===== config.mk =====
export PLATFORM = sky130hd
export DESIGN_NAME = pcpi_issue_ctrl_flat
export DESIGN_NICKNAME = d
export VERILOG_FILES = /design/src/rtl/pcpi_pkg.sv /design/src/rtl/pcpi_issue_ctrl_if.sv /design/src/rtl/pcpi_timeout_ctr.sv /design/src/rtl/pcpi_issue_ctrl.sv /design/src/flat_wrapper.sv
export SDC_FILE = /design/constraint.sdc
export NUM_CORES = 1
export LEC_CHECK = 0
export ABC_AREA = 1
export BUFFER_PORTS_ARGS = -buffer_cell sky130_fd_sc_hd__buf_2
export CAP_MARGIN = 20
export CORE_ASPECT_RATIO = 1.1
export CORE_MARGIN = 2
export CORE_UTILIZATION = 45
export CTS_CLUSTER_DIAMETER = 30
export DETAILED_ROUTE_END_ITERATION = 8
export PLACE_DENSITY = 0.8
export SLEW_MARGIN = 5
export SYNTH_ARGS = -nofsm -noshare
export SYNTH_HDL_FRONTEND = slang
export SYNTH_SLANG_ARGS = --single-unit
export TNS_END_PERCENT = 5

===== constraint.sdc =====
create_clock -name clk -period 1.95 [get_ports clk]
set_input_delay 0.2925 -clock clk [delete_from_list [all_inputs] [get_ports clk]]
set_output_delay 0.2925 -clock clk [all_outputs]
set_load 0.02 [all_outputs]

===== src/rtl/pcpi_pkg.sv =====
// Shared PCPI definitions: initiator FSM states, MUL/DIV opcode fields and
// the default claim timeout, used by the issue controller and the responders.
package pcpi_pkg;

   typedef enum logic [1:0] {
      IDLE,
      ISSUE,
      BUSY,
      RESP
   } pcpi_state_e;

   localparam logic [6:0] OPC_OP    = 7'h33;
   localparam logic [6:0] F7_MULDIV = 7'h01;

   localparam logic [2:0] DIV  = 3'd4;
   localparam logic [2:0] DIVU = 3'd5;
   localparam logic [2:0] REM  = 3'd6;
   localparam logic [2:0] REMU = 3'd7;

   localparam int unsigned PCPI_TIMEOUT = 16;

   // Divide/remainder group: OP opcode, MULDIV funct7, funct3 in 4..7.
   function automatic logic pcpi_is_div(input logic [31:0] insn);
      return (insn[6:0] == OPC_OP) && (insn[31:25] == F7_MULDIV) && insn[14];
   endfunction

endpackage


===== src/rtl/pcpi_issue_ctrl_if.sv =====
// PCPI bus between the core-side initiator (master) and the coprocessors (slave).
interface pcpi_issue_ctrl_if;

   logic        pcpi_valid;
   logic [31:0] pcpi_insn;
   logic [31:0] pcpi_rs1;
   logic [31:0] pcpi_rs2;
   logic        pcpi_wr;
   logic [31:0] pcpi_rd;
   logic        pcpi_wait;
   logic        pcpi_ready;

   modport master (
      output pcpi_valid, pcpi_insn, pcpi_rs1, pcpi_rs2,
      input  pcpi_wr, pcpi_rd, pcpi_wait, pcpi_ready
   );

   modport slave (
      input  pcpi_valid, pcpi_insn, pcpi_rs1, pcpi_rs2,
      output pcpi_wr, pcpi_rd, pcpi_wait, pcpi_ready
   );

endinterface


===== src/rtl/pcpi_timeout_ctr.sv =====
// Claim timeout counter: counts unclaimed ISSUE cycles, expire marks the last one.
module pcpi_timeout_ctr #(
   parameter int unsigned TIMEOUT = 16
) (
   input  logic clk,
   input  logic reset,
   input  logic clear,
   input  logic enable,
   output logic expire
);

   localparam int unsigned    CW   = $clog2(TIMEOUT);
   localparam logic [CW-1:0]  LAST = CW'(TIMEOUT - 1);

   logic [CW-1:0] count;

   always_ff @(posedge clk) begin
      if (reset || clear) begin
         count <= '0;
      end else if (enable) begin
         count <= count + CW'(1);
      end
   end

   assign expire = (count == LAST);

endmodule


===== src/rtl/pcpi_issue_ctrl.sv =====
// Core-side PCPI initiator: issues one instruction to the coprocessors, waits for
// a claim/result, flags unclaimed instructions illegal and returns the response.
module pcpi_issue_ctrl
   import pcpi_pkg::*;
#(
   parameter int unsigned TIMEOUT = PCPI_TIMEOUT
) (
   input  logic              clk,
   input  logic              reset,
   input  logic              flush,

   input  logic              req_valid,
   output logic              req_ready,
   input  logic [31:0]       req_insn,
   input  logic [31:0]       req_rs1,
   input  logic [31:0]       req_rs2,

   output logic              rsp_valid,
   input  logic              rsp_ready,
   output logic              rsp_wr,
   output logic [31:0]       rsp_rd,
   output logic              rsp_illegal,

   pcpi_issue_ctrl_if.master pcpi
);

   pcpi_state_e state, state_next;

   logic        capture_req;
   logic        capture_rsp;
   logic        capture_illegal;
   logic        ctr_clear;
   logic        ctr_enable;
   logic        expire;

   logic [31:0] insn_q;
   logic [31:0] rs1_q;
   logic [31:0] rs2_q;

   pcpi_timeout_ctr #(
      .TIMEOUT (TIMEOUT)
   ) u_timeout (
      .clk    (clk),
      .reset  (reset),
      .clear  (ctr_clear),
      .enable (ctr_enable),
      .expire (expire)
   );

   always_ff @(posedge clk) begin
      if (reset) begin
         state <= IDLE;
      end else begin
         state <= state_next;
      end
   end

   always_comb begin
      state_next      = state;
      capture_req     = 1'b0;
      capture_rsp     = 1'b0;
      capture_illegal = 1'b0;
      ctr_clear       = 1'b0;
      ctr_enable      = 1'b0;

      if (flush) begin
         state_next = IDLE;
      end else begin
         case (state)
            IDLE: begin
               if (req_valid) begin
                  capture_req = 1'b1;
                  ctr_clear   = 1'b1;
                  state_next  = ISSUE;
               end
            end
            // ready beats wait beats timeout, so a responder finishing on the
            // last allowed cycle still gets its result through.
            ISSUE: begin
               if (pcpi.pcpi_ready) begin
                  capture_rsp = 1'b1;
                  state_next  = RESP;
               end else if (pcpi.pcpi_wait) begin
                  state_next = BUSY;
               end else if (expire) begin
                  capture_illegal = 1'b1;
                  state_next      = RESP;
               end else begin
                  ctr_enable = 1'b1;
               end
            end
            BUSY: begin
               if (pcpi.pcpi_ready) begin
                  capture_rsp = 1'b1;
                  state_next  = RESP;
               end else if (!pcpi.pcpi_wait) begin
                  ctr_clear  = 1'b1;
                  state_next = ISSUE;
               end
            end
            RESP: begin
               if (rsp_ready) begin
                  state_next = IDLE;
               end
            end
            default: begin
               state_next = IDLE;
            end
         endcase
      end
   end

   always_ff @(posedge clk) begin
      if (reset) begin
         insn_q      <= '0;
         rs1_q       <= '0;
         rs2_q       <= '0;
         rsp_wr      <= 1'b0;
         rsp_rd      <= '0;
         rsp_illegal <= 1'b0;
      end else begin
         if (capture_req) begin
            insn_q <= req_insn;
            rs1_q  <= req_rs1;
            rs2_q  <= req_rs2;
         end
         if (capture_rsp) begin
            rsp_wr      <= pcpi.pcpi_wr;
            rsp_rd      <= pcpi.pcpi_rd;
            rsp_illegal <= 1'b0;
         end else if (capture_illegal) begin
            rsp_wr      <= 1'b0;
            rsp_rd      <= '0;
            rsp_illegal <= 1'b1;
         end
      end
   end

   assign req_ready       = (state == IDLE);
   assign rsp_valid       = (state == RESP);
   assign pcpi.pcpi_valid = (state == ISSUE) || (state == BUSY);
   assign pcpi.pcpi_insn  = insn_q;
   assign pcpi.pcpi_rs1   = rs1_q;
   assign pcpi.pcpi_rs2   = rs2_q;

endmodule


===== src/flat_wrapper.sv =====
// flat-port wrapper written by rule: the top's interface ports become plain ports
module pcpi_issue_ctrl_flat import pcpi_pkg::*;
#(
   parameter int unsigned TIMEOUT = PCPI_TIMEOUT
)
  (clk, reset, flush, req_valid, req_ready, req_insn, req_rs1, req_rs2, rsp_valid, rsp_ready, rsp_wr, rsp_rd, rsp_illegal, pcpi_pcpi_valid, pcpi_pcpi_insn, pcpi_pcpi_rs1, pcpi_pcpi_rs2, pcpi_pcpi_wr, pcpi_pcpi_rd, pcpi_pcpi_wait, pcpi_pcpi_ready);
  pcpi_issue_ctrl_if pcpi_i ();
  input  logic clk;
  input  logic reset;
  input  logic flush;
  input  logic req_valid;
  output logic req_ready;
  input  logic [31:0] req_insn;
  input  logic [31:0] req_rs1;
  input  logic [31:0] req_rs2;
  output logic rsp_valid;
  input  logic rsp_ready;
  output logic rsp_wr;
  output logic [31:0] rsp_rd;
  output logic rsp_illegal;
  output wire logic [$bits(pcpi_i.pcpi_valid)-1:0] pcpi_pcpi_valid;
  output wire logic [$bits(pcpi_i.pcpi_insn)-1:0] pcpi_pcpi_insn;
  output wire logic [$bits(pcpi_i.pcpi_rs1)-1:0] pcpi_pcpi_rs1;
  output wire logic [$bits(pcpi_i.pcpi_rs2)-1:0] pcpi_pcpi_rs2;
  input wire logic [$bits(pcpi_i.pcpi_wr)-1:0] pcpi_pcpi_wr;
  input wire logic [$bits(pcpi_i.pcpi_rd)-1:0] pcpi_pcpi_rd;
  input wire logic [$bits(pcpi_i.pcpi_wait)-1:0] pcpi_pcpi_wait;
  input wire logic [$bits(pcpi_i.pcpi_ready)-1:0] pcpi_pcpi_ready;
  assign pcpi_pcpi_valid = pcpi_i.pcpi_valid;
  assign pcpi_pcpi_insn = pcpi_i.pcpi_insn;
  assign pcpi_pcpi_rs1 = pcpi_i.pcpi_rs1;
  assign pcpi_pcpi_rs2 = pcpi_i.pcpi_rs2;
  assign pcpi_i.pcpi_wr = pcpi_pcpi_wr;
  assign pcpi_i.pcpi_rd = pcpi_pcpi_rd;
  assign pcpi_i.pcpi_wait = pcpi_pcpi_wait;
  assign pcpi_i.pcpi_ready = pcpi_pcpi_ready;
  pcpi_issue_ctrl #(.TIMEOUT(TIMEOUT)) u_core (.clk(clk), .reset(reset), .flush(flush), .req_valid(req_valid), .req_ready(req_ready), .req_insn(req_insn), .req_rs1(req_rs1), .req_rs2(req_rs2), .rsp_valid(rsp_valid), .rsp_ready(rsp_ready), .rsp_wr(rsp_wr), .rsp_rd(rsp_rd), .rsp_illegal(rsp_illegal), .pcpi(pcpi_i));
endmodule

After elaboration in Yosys (flattened, before gate mapping)
Index checks and enable logic that the tools add are counted.
W data, S select, Z words.
{"block": "totals", "reg_bits": 136, "input_bits": 136, "out_inout_bits": 133, "wordCells": 57}
{"block": "classes", "n_addsub": 1, "n_eq_ne": 8, "n_mux": 32, "n_reduce_logical": 8}
{"cell": "$mux W32", "count": 2}
{"cell": "$mux W1", "count": 21}
{"cell": "$mux W2", "count": 7}
{"cell": "$pmux W2 S4", "count": 1}
{"cell": "$reduce_or A2 Y1", "count": 3}
{"cell": "$add A4 B1 Y4 const B", "count": 1}
{"cell": "$eq A2 B2 Y1 const B", "count": 2}
{"cell": "$eq A4 B4 Y1 const B", "count": 1}
{"cell": "$ne A4 B3 Y1 const B", "count": 1}
{"cell": "$reduce_and A4 Y1", "count": 1}
{"cell": "$ne A3 B3 Y1 const B", "count": 1}
{"cell": "$eq A2 B1 Y1 const B", "count": 1}
{"cell": "$logic_not A2 Y1", "count": 1}
{"cell": "$logic_or A1 B1 Y1", "count": 2}
{"cell": "$ne A2 B1 Y1 const B", "count": 1}
{"cell": "$ne A2 B2 Y1 const B", "count": 1}
{"cell": "$pmux W1 S2", "count": 1}
{"cell": "$reduce_bool A2 Y1", "count": 1}

Logic depth before layout (Yosys ltp)
Gate-level depths: netlist (run 1).
{"block": "logic_depth", "ltp_word": 8, "ltp_mapped": 8, "mapped_depth_nobuf": 8}

Cells and area by module
A second synthesis (run 1) with hierarchy kept.
{"block": "unflattened", "hier_cells": 638, "area_unflattened_um2": 5062.4}
{"module": "pcpi_issue_ctrl", "n_inst": 1, "cells_per_inst": 614, "area_each_um2": 4885.9, "seq_area_each_um2": 2642.5}
{"module": "pcpi_timeout_ctr", "n_inst": 1, "cells_per_inst": 24, "area_each_um2": 176.4, "seq_area_each_um2": 80.1}

Least setup slack after synthesis (run 1)
Ideal clock, no wire load.
{"block": "synth_path", "path_kind": "flip-flop to flip-flop", "startpoint": "register u_core.state[0]", "endpoint": "register u_core.rsp_rd[10]", "setup_ns": 0.143, "arrival_time_ns": 1.433, "t_required_ns": 1.807, "setup_slack_ns": 0.373, "path_stages_with_launch": 8, "n_path_buf": 1, "period_less_slack_ns": 1.577, "path_cell_list": "dfxtp_1 inv_1 ha_1 nand3_4 clkinv_2 buf_4 nand2_1 a21oi_2"}
{"block": "synth_via", "elab_chain_len": 5, "word_cells_on_any_way": 9, "cone_classes": "eq/ne (2); mux (5); reduce/logical (2)"}
{"element": "from (decl)", "line": "pcpi_issue_ctrl.sv:27", "text": "pcpi_state_e state, state_next;"}
{"element": "from (signal assigned)", "line": "pcpi_issue_ctrl.sv:54", "text": "state <= state_next;"}
{"element": "$eq A2 B2 Y1 or $eq A2 B1 Y1 (tied branches)", "line": "pcpi_issue_ctrl.sv:69", "text": "case (state)"}
{"element": "$reduce_or A2 Y1 (no source line)"}
{"element": "$mux W1"}
{"element": "$mux W1", "line": "pcpi_issue_ctrl.sv:66", "text": "if (flush) begin"}
{"element": "$mux W32 or $reduce_bool A2 Y1 (tied branches)"}
{"element": "to (signal assigned)", "line": "pcpi_issue_ctrl.sv:129", "text": "rsp_rd <= pcpi.pcpi_rd;"}
{"element": "to (decl)", "line": "pcpi_issue_ctrl.sv:21", "text": "output logic [31:0] rsp_rd,"}
Parallel ways exist; a longest one is shown, timed or not.
A chain may end at the register's enable or synchronous reset.

Worst setup path in the final report (run 1)
{"block": "layout_path", "startpoint": "register u_core.state[0]", "endpoint": "output port pcpi_pcpi_valid"}
{"block": "layout_via", "elab_chain_len": 2, "word_cells_on_any_way": 3, "cone_classes": "eq/ne (2); reduce/logical (1)"}
{"element": "$eq A2 B1 Y1 or $eq A2 B2 Y1 (tied branches)", "line": "pcpi_issue_ctrl.sv:141", "text": "assign pcpi.pcpi_valid = (state == ISSUE) || (state == BUSY);"}
{"element": "$logic_or A1 B1 Y1 (*)", "line": "pcpi_issue_ctrl.sv:141"}
{"element": "to (decl)", "line": "flat_wrapper.sv:21", "text": "output wire logic [$bits(pcpi_i.pcpi_valid)-1:0] pcpi_pcpi_valid;"}
Mark *: on every way between the ends. The rest lies on a longest branch, timed or not.

==> flow_metrics.env, run 1 <==
export IMPL_outcome="finished clean"
export IMPL_cts_clk_slew_worst_paths_ns=0.06
export IMPL_grt_ovfl_total=0
export IMPL_fp_dieW_um=108
export IMPL_clockBufferDepth=2
export IMPL_syn2layout_area_growth_pct=34.7
export IMPL_drt_total_wl_um=13800
export IMPL_drtIter0Drc=238
export IMPL_grt_start_max_net_pins=99
export IMPL_route_detailed_drc=0
export IMPL_drtAntennaViolNets=0
export IMPL_die_h_um=119
export IMPL_yosysSeqAreaShare_pct=50.5
export IMPL_start_util_pct=46.5
export IMPL_place_ws_ns=0.259
export IMPL_cts_htree_levels=4
export IMPL_coreArea_sq_um=11600
export IMPL_std_cell_rows=41
export IMPL_first_global_vias=4844
export IMPL_total_power_uw=6920
export IMPL_die_area_sq_um=12900
export IMPL_clock_latency_ns=0.41
export IMPL_timing_final_crit_share_pct=93.4
export IMPL_routedWlPerCell_um=13.1
export IMPL_slew_violations=0
export IMPL_synth_nets=781
export IMPL_cts_tree="done"
export IMPL_ios=269
export IMPL_syn_avg_cell_area_sq_um=8.45
export IMPL_layout_common_cells="buf_2, nor2_1, dfxtp_1"
export IMPL_ys_types=26
export IMPL_setup_viol=0
export IMPL_hold_violations=0
export IMPL_place_hpwl_um=9770
export IMPL_cts_root_buf="clkbuf_16"
export IMPL_timing_hold_worst_class="input pin to register"
export IMPL_globalplace_congestion=0.778
export IMPL_grt_use_total_pct=21.7
export IMPL_drt_first_pass_iters=4
export IMPL_worstPathArrival_ns=1.53
export IMPL_fmax_ghz=0.549
export IMPL_ir_worst_vdd_mv=0.705
export IMPL_grt_pass1_wl_um=22200
export IMPL_final_setup_tns_ns=0
export IMPL_pwr_density_cell_nw_per_um2=952
export IMPL_p_leak_uw=0.00337
export IMPL_maxCapViolCount=0
export IMPL_setup_ws_ns=0.130
export IMPL_num_vias=5046
export IMPL_final_common_cell="buf_2"
export IMPL_worstHoldStart="req_rs1[15]"
export IMPL_finalClockSkew_ns=0.00944
export IMPL_cts_sinks=136
export IMPL_max_slew_margin_rel_pct=65.4
export IMPL_cts_buffers=17
export IMPL_portBuffers=268
export IMPL_netlist_instances=639
export IMPL_antenna_found_initial=1
export IMPL_ctsHoldBuffers=0
export IMPL_crit_fanout=5
export IMPL_start_kind="register"
export IMPL_endpoint_kind="output port"
export IMPL_rsz0062_at_grt="no"
export IMPL_reg2reg_from="u_core.state[0]"
export IMPL_synth_area_sq_um=5400
export IMPL_crit_type="register to output port"
export IMPL_nets=1035
export IMPL_synth_warnings=0
export IMPL_drive_gt1_share_pct=41.9
export IMPL_vias_per_cell=4.78
export IMPL_required_ns=1.66
export IMPL_ys_seq_elements=136
export IMPL_finalCriticalPeriod_ns=1.82
export IMPL_crit_start="u_core.state[0]"
export IMPL_tightest_slew_ns=0.520
sequential cells by signal, summed over array words and instances (netlist names):
signal	count
u_core.pcpi.pcpi_insn	32
u_core.pcpi.pcpi_rs1	32
u_core.pcpi.pcpi_rs2	32
u_core.rsp_illegal	1
u_core.rsp_rd	32
u_core.rsp_wr	1
u_core.state	2
u_core.u_timeout.count	4
cell type report:
class	count	area, sq um
multi-input cells	445	2300
inverters	15	60.1
well taps	150	188
clock inverters	9	75.1
fillers	1059	4320
diodes	1	2.50
repair buffers	278	1450
clock buffers	22	474
flip-flops and latches	136	2720
synth_stat cells:
library cell | n | share of area (%)
nand3_1 | 14 | 1.3
ha_1 | 6 | 1.4
clkinv_2 | 1 | 0.093
nor3_1 | 1 | 0.093
o21ai_1 | 5 | 0.46
buf_2 | 12 | 1.1
a21oi_2 | 30 | 4.9
nor2_1 | 198 | 14
clkbuf_8 | 3 | 0.77
nand2_1 | 50 | 3.5
dfxtp_1 | 136 | 50
nor2_4 | 3 | 0.63
buf_6 | 6 | 1.3
nand2_8 | 1 | 0.37
buf_4 | 3 | 0.42
a21oi_1 | 9 | 0.83
inv_4 | 1 | 0.12
nand3b_1 | 1 | 0.14
inv_1 | 10 | 0.70
inv_2 | 3 | 0.21
nand3_4 | 3 | 0.97
clkbuf_1 | 16 | 1.1
buf_12 | 3 | 1.1
o21ai_0 | 93 | 8.6
xnor2_1 | 1 | 0.16
nand3_2 | 30 | 5.6
power by group:
group | switching (uW) | internal [uW]
logic | 591 | 354
clock network | 1120 | 1830
registers | 79.4 | 2940
total | 1790 | 5130
per-layer routing:
layer	share of wire (%)	wire length, um	GRT usage [%]
met2	48	6710	36.4
met4	2.4	329	10.3
met3	8.8	1210	8.37
met5	0	0	0
met1	40	5590	23.7
logic make-up after synthesis:
family                   count (synthesis)  synth area share (%)
AO/OA/AOI/OAI                          137                  14.8
XOR/XNOR                                 1                 0.162
adder cells (fa/ha/maj)                  6                  1.39
buffers and inverters                   58                  6.89
flip-flops                             136                  50.5
AND/OR/NAND/NOR                        301                  26.3
through the flow:
step	hold WS [ns]	std cells	util (%)	instance area (sq um)
finish	0.123	1056	62.7	7270
global route	0.106	1056	62.7	7270
CTS	0.108	1055	62.6	7260
detailed placement	0.462	1024	57.9	6710
global placement	0.456	1024	57.9	6710
floorplan	0.440	639	-	5400
worst max-delay path, stage by stage (launching register included):
cell and delay, ns:
dfxtp_1 0.41, inv_1 0.13, ha_1 0.37, buf_2 0.21
final timing paths:
check,endpoint,slack [ns],cells past startpoint
hold reg to reg,u_core.rsp_rd[23],0.47,2
setup / recovery,pcpi_pcpi_valid,0.13,3
setup reg to reg,u_core.pcpi.pcpi_rs1[0],0.25,6
hold / removal,u_core.pcpi.pcpi_rs1[15],0.12,3
repair_timing:
action / 4_1_cts / 5_1_grt
endpoints found under the setup margin: 0 / 1
buffers inserted: 0 / 0
resized for setup: 0 / 1
Note: power is estimated with default switching activity, not from simulation.
==> run 2, diff against run 1 <==
==> constraint.sdc (replaced) <==
create_clock -name clk -period 1.95 [get_ports clk]
set_input_delay 0.2925 -clock clk [delete_from_list [all_inputs] [get_ports clk]]
set_output_delay 0.2925 -clock clk [all_outputs]
set_load 0.05 [all_outputs]
==> flow_metrics.env, run 2 (same netlist as run 1, synthesis figures left out) <==
export IMPL_outcome="finished clean"
export IMPL_place_area_sq_um=6710
export IMPL_fin_util_pct=62.7
export IMPL_vias_per_cell=4.78
export IMPL_drtIter0Drc=238
export IMPL_final_area_sq_um=7270
export IMPL_nets=1035
export IMPL_first_global_vias=4844
export IMPL_final_common_cell="buf_2"
export IMPL_cts_buffers=17
export IMPL_maxCapViolCount=0
export IMPL_nFillCells=1058
export IMPL_p_leak_uw=0.00337
export IMPL_grt_use_total_pct=21.7
export IMPL_die_area_sq_um=12900
export IMPL_postCtsSetupBuffers=0
export IMPL_globalplace_congestion=0.778
export IMPL_total_power_uw=7290
export IMPL_max_slew_margin_rel_pct=65.4
export IMPL_crit_fanout=5
export IMPL_required_ns=1.66
export IMPL_ff2ff_path_depth=6
export IMPL_timing_hold_worst_class="input pin to register"
export IMPL_syn2layout_area_growth_pct=34.8
export IMPL_cts_root_buf="clkbuf_16"
export IMPL_hold_violations=0
export IMPL_clockBufferDepth=2
export IMPL_coreArea_sq_um=11600
export IMPL_timing_final_crit_share_pct=94.9
export IMPL_cts_tree="done"
export IMPL_drtAntennaViolNets=0
export IMPL_ios=269
export IMPL_regToRegSetupSlack_ns=0.25
export IMPL_final_setup_tns_ns=0
export IMPL_die_h_um=119
export IMPL_drt_first_pass_iters=4
export IMPL_route_detailed_drc=0
export IMPL_fp_dieW_um=108
export IMPL_setup_viol=0
export IMPL_place_hpwl_um=9770
export IMPL_endpoint_kind="output port"
export IMPL_routedWlPerCell_um=13.1
export IMPL_cts_sinks=136
export IMPL_grt_start_max_net_pins=99
export IMPL_finalClockSkew_ns=0.00933
export IMPL_slew_violations=0
export IMPL_layout_common_cells="buf_2, nor2_1, dfxtp_1"
export IMPL_tightest_slew_ns=0.520
export IMPL_worstPathArrival_ns=1.56
export IMPL_grt_ovfl_total=0
export IMPL_pwr_density_cell_nw_per_um2=1000
export IMPL_ir_worst_vdd_mv=0.724
export IMPL_grt_pass1_wl_um=22200
export IMPL_hold_path_depth=3
export IMPL_finalCriticalPeriod_ns=1.85
export IMPL_fmax_ghz=0.540
export IMPL_crit_type="register to output port"
export IMPL_ctsHoldBuffers=0
export IMPL_num_vias=5044
export IMPL_drive_gt1_share_pct=41.9
export IMPL_start_kind="register"
export IMPL_rsz0062_at_grt="no"
export IMPL_cts_clk_slew_worst_paths_ns=0.06
export IMPL_start_util_pct=46.5
export IMPL_antenna_found_initial=1
export IMPL_std_cell_rows=41
export IMPL_cts_htree_levels=4
export IMPL_clock_latency_ns=0.41
export IMPL_drt_total_wl_um=13800
export IMPL_portBuffers=268
run 2: critical path: stages (launching register included):
cell and delay, ns:
dfxtp_1 0.41, inv_1 0.13, ha_1 0.38, buf_4 0.24
run 2: per-stage QoR:
| stage | setup slack (ns) | hold WS (ns) | std cells |
|---|---|---|---|
| after floorplan | 0.186 | 0.440 | 639 |
| after global placement | 0.308 | 0.456 | 1024 |
| after detailed placement | 0.259 | 0.462 | 1024 |
| after CTS | 0.0201 | 0.108 | 1055 |
| after global routing | 0.00716 | 0.106 | 1056 |
| final | 0.0990 | 0.123 | 1056 |
run 2: final cells by class:
type | count | area (sq um) | share of cell area [%]
clock inverter | 9 | 75.1 | 1.03
timing repair buffer | 278 | 1450 | 19.9
sequential | 136 | 2720 | 37.4
antenna | 1 | 2.50 | 0.0344
inverter | 15 | 60.1 | 0.826
multi-input combinational | 445 | 2300 | 31.7
tap | 150 | 188 | 2.58
clock buffer | 22 | 474 | 6.52
run 2: worst paths after layout:
check,startpoint,end
setup / recovery,u_core.state[0],pcpi_pcpi_valid
hold reg to reg,u_core.rsp_rd[23],u_core.rsp_rd[23]
hold / removal,req_rs1[15],u_core.pcpi.pcpi_rs1[15]
setup reg to reg,u_core.state[0],u_core.rsp_rd[31]
run 2: what timing repair did:
item,4_1_cts,5_1_grt
endpoints found under the hold margin,0,0
resized for setup,0,3
endpoints found under the setup margin,0,2
run 2: per-layer routing:
layer	up-vias	global-route usage, %	wire length, um
met5	-	0	0
met1	2247	23.7	5590
li1	2578	-	-
met2	190	36.4	6710
met4	0	10.3	329
met3	29	8.37	1210
run 2: power by group:
part / leakage (uW) / switching (uW) / total [uW] / internal, uW
combinational: 0.00198 / 958 / 1310 / 355
sequential: 0.00111 / 79.4 / 3020 / 2940
clock: 0.000271 / 1120 / 2950 / 1830
total: 0.00337 / 2160 / 7290 / 5130
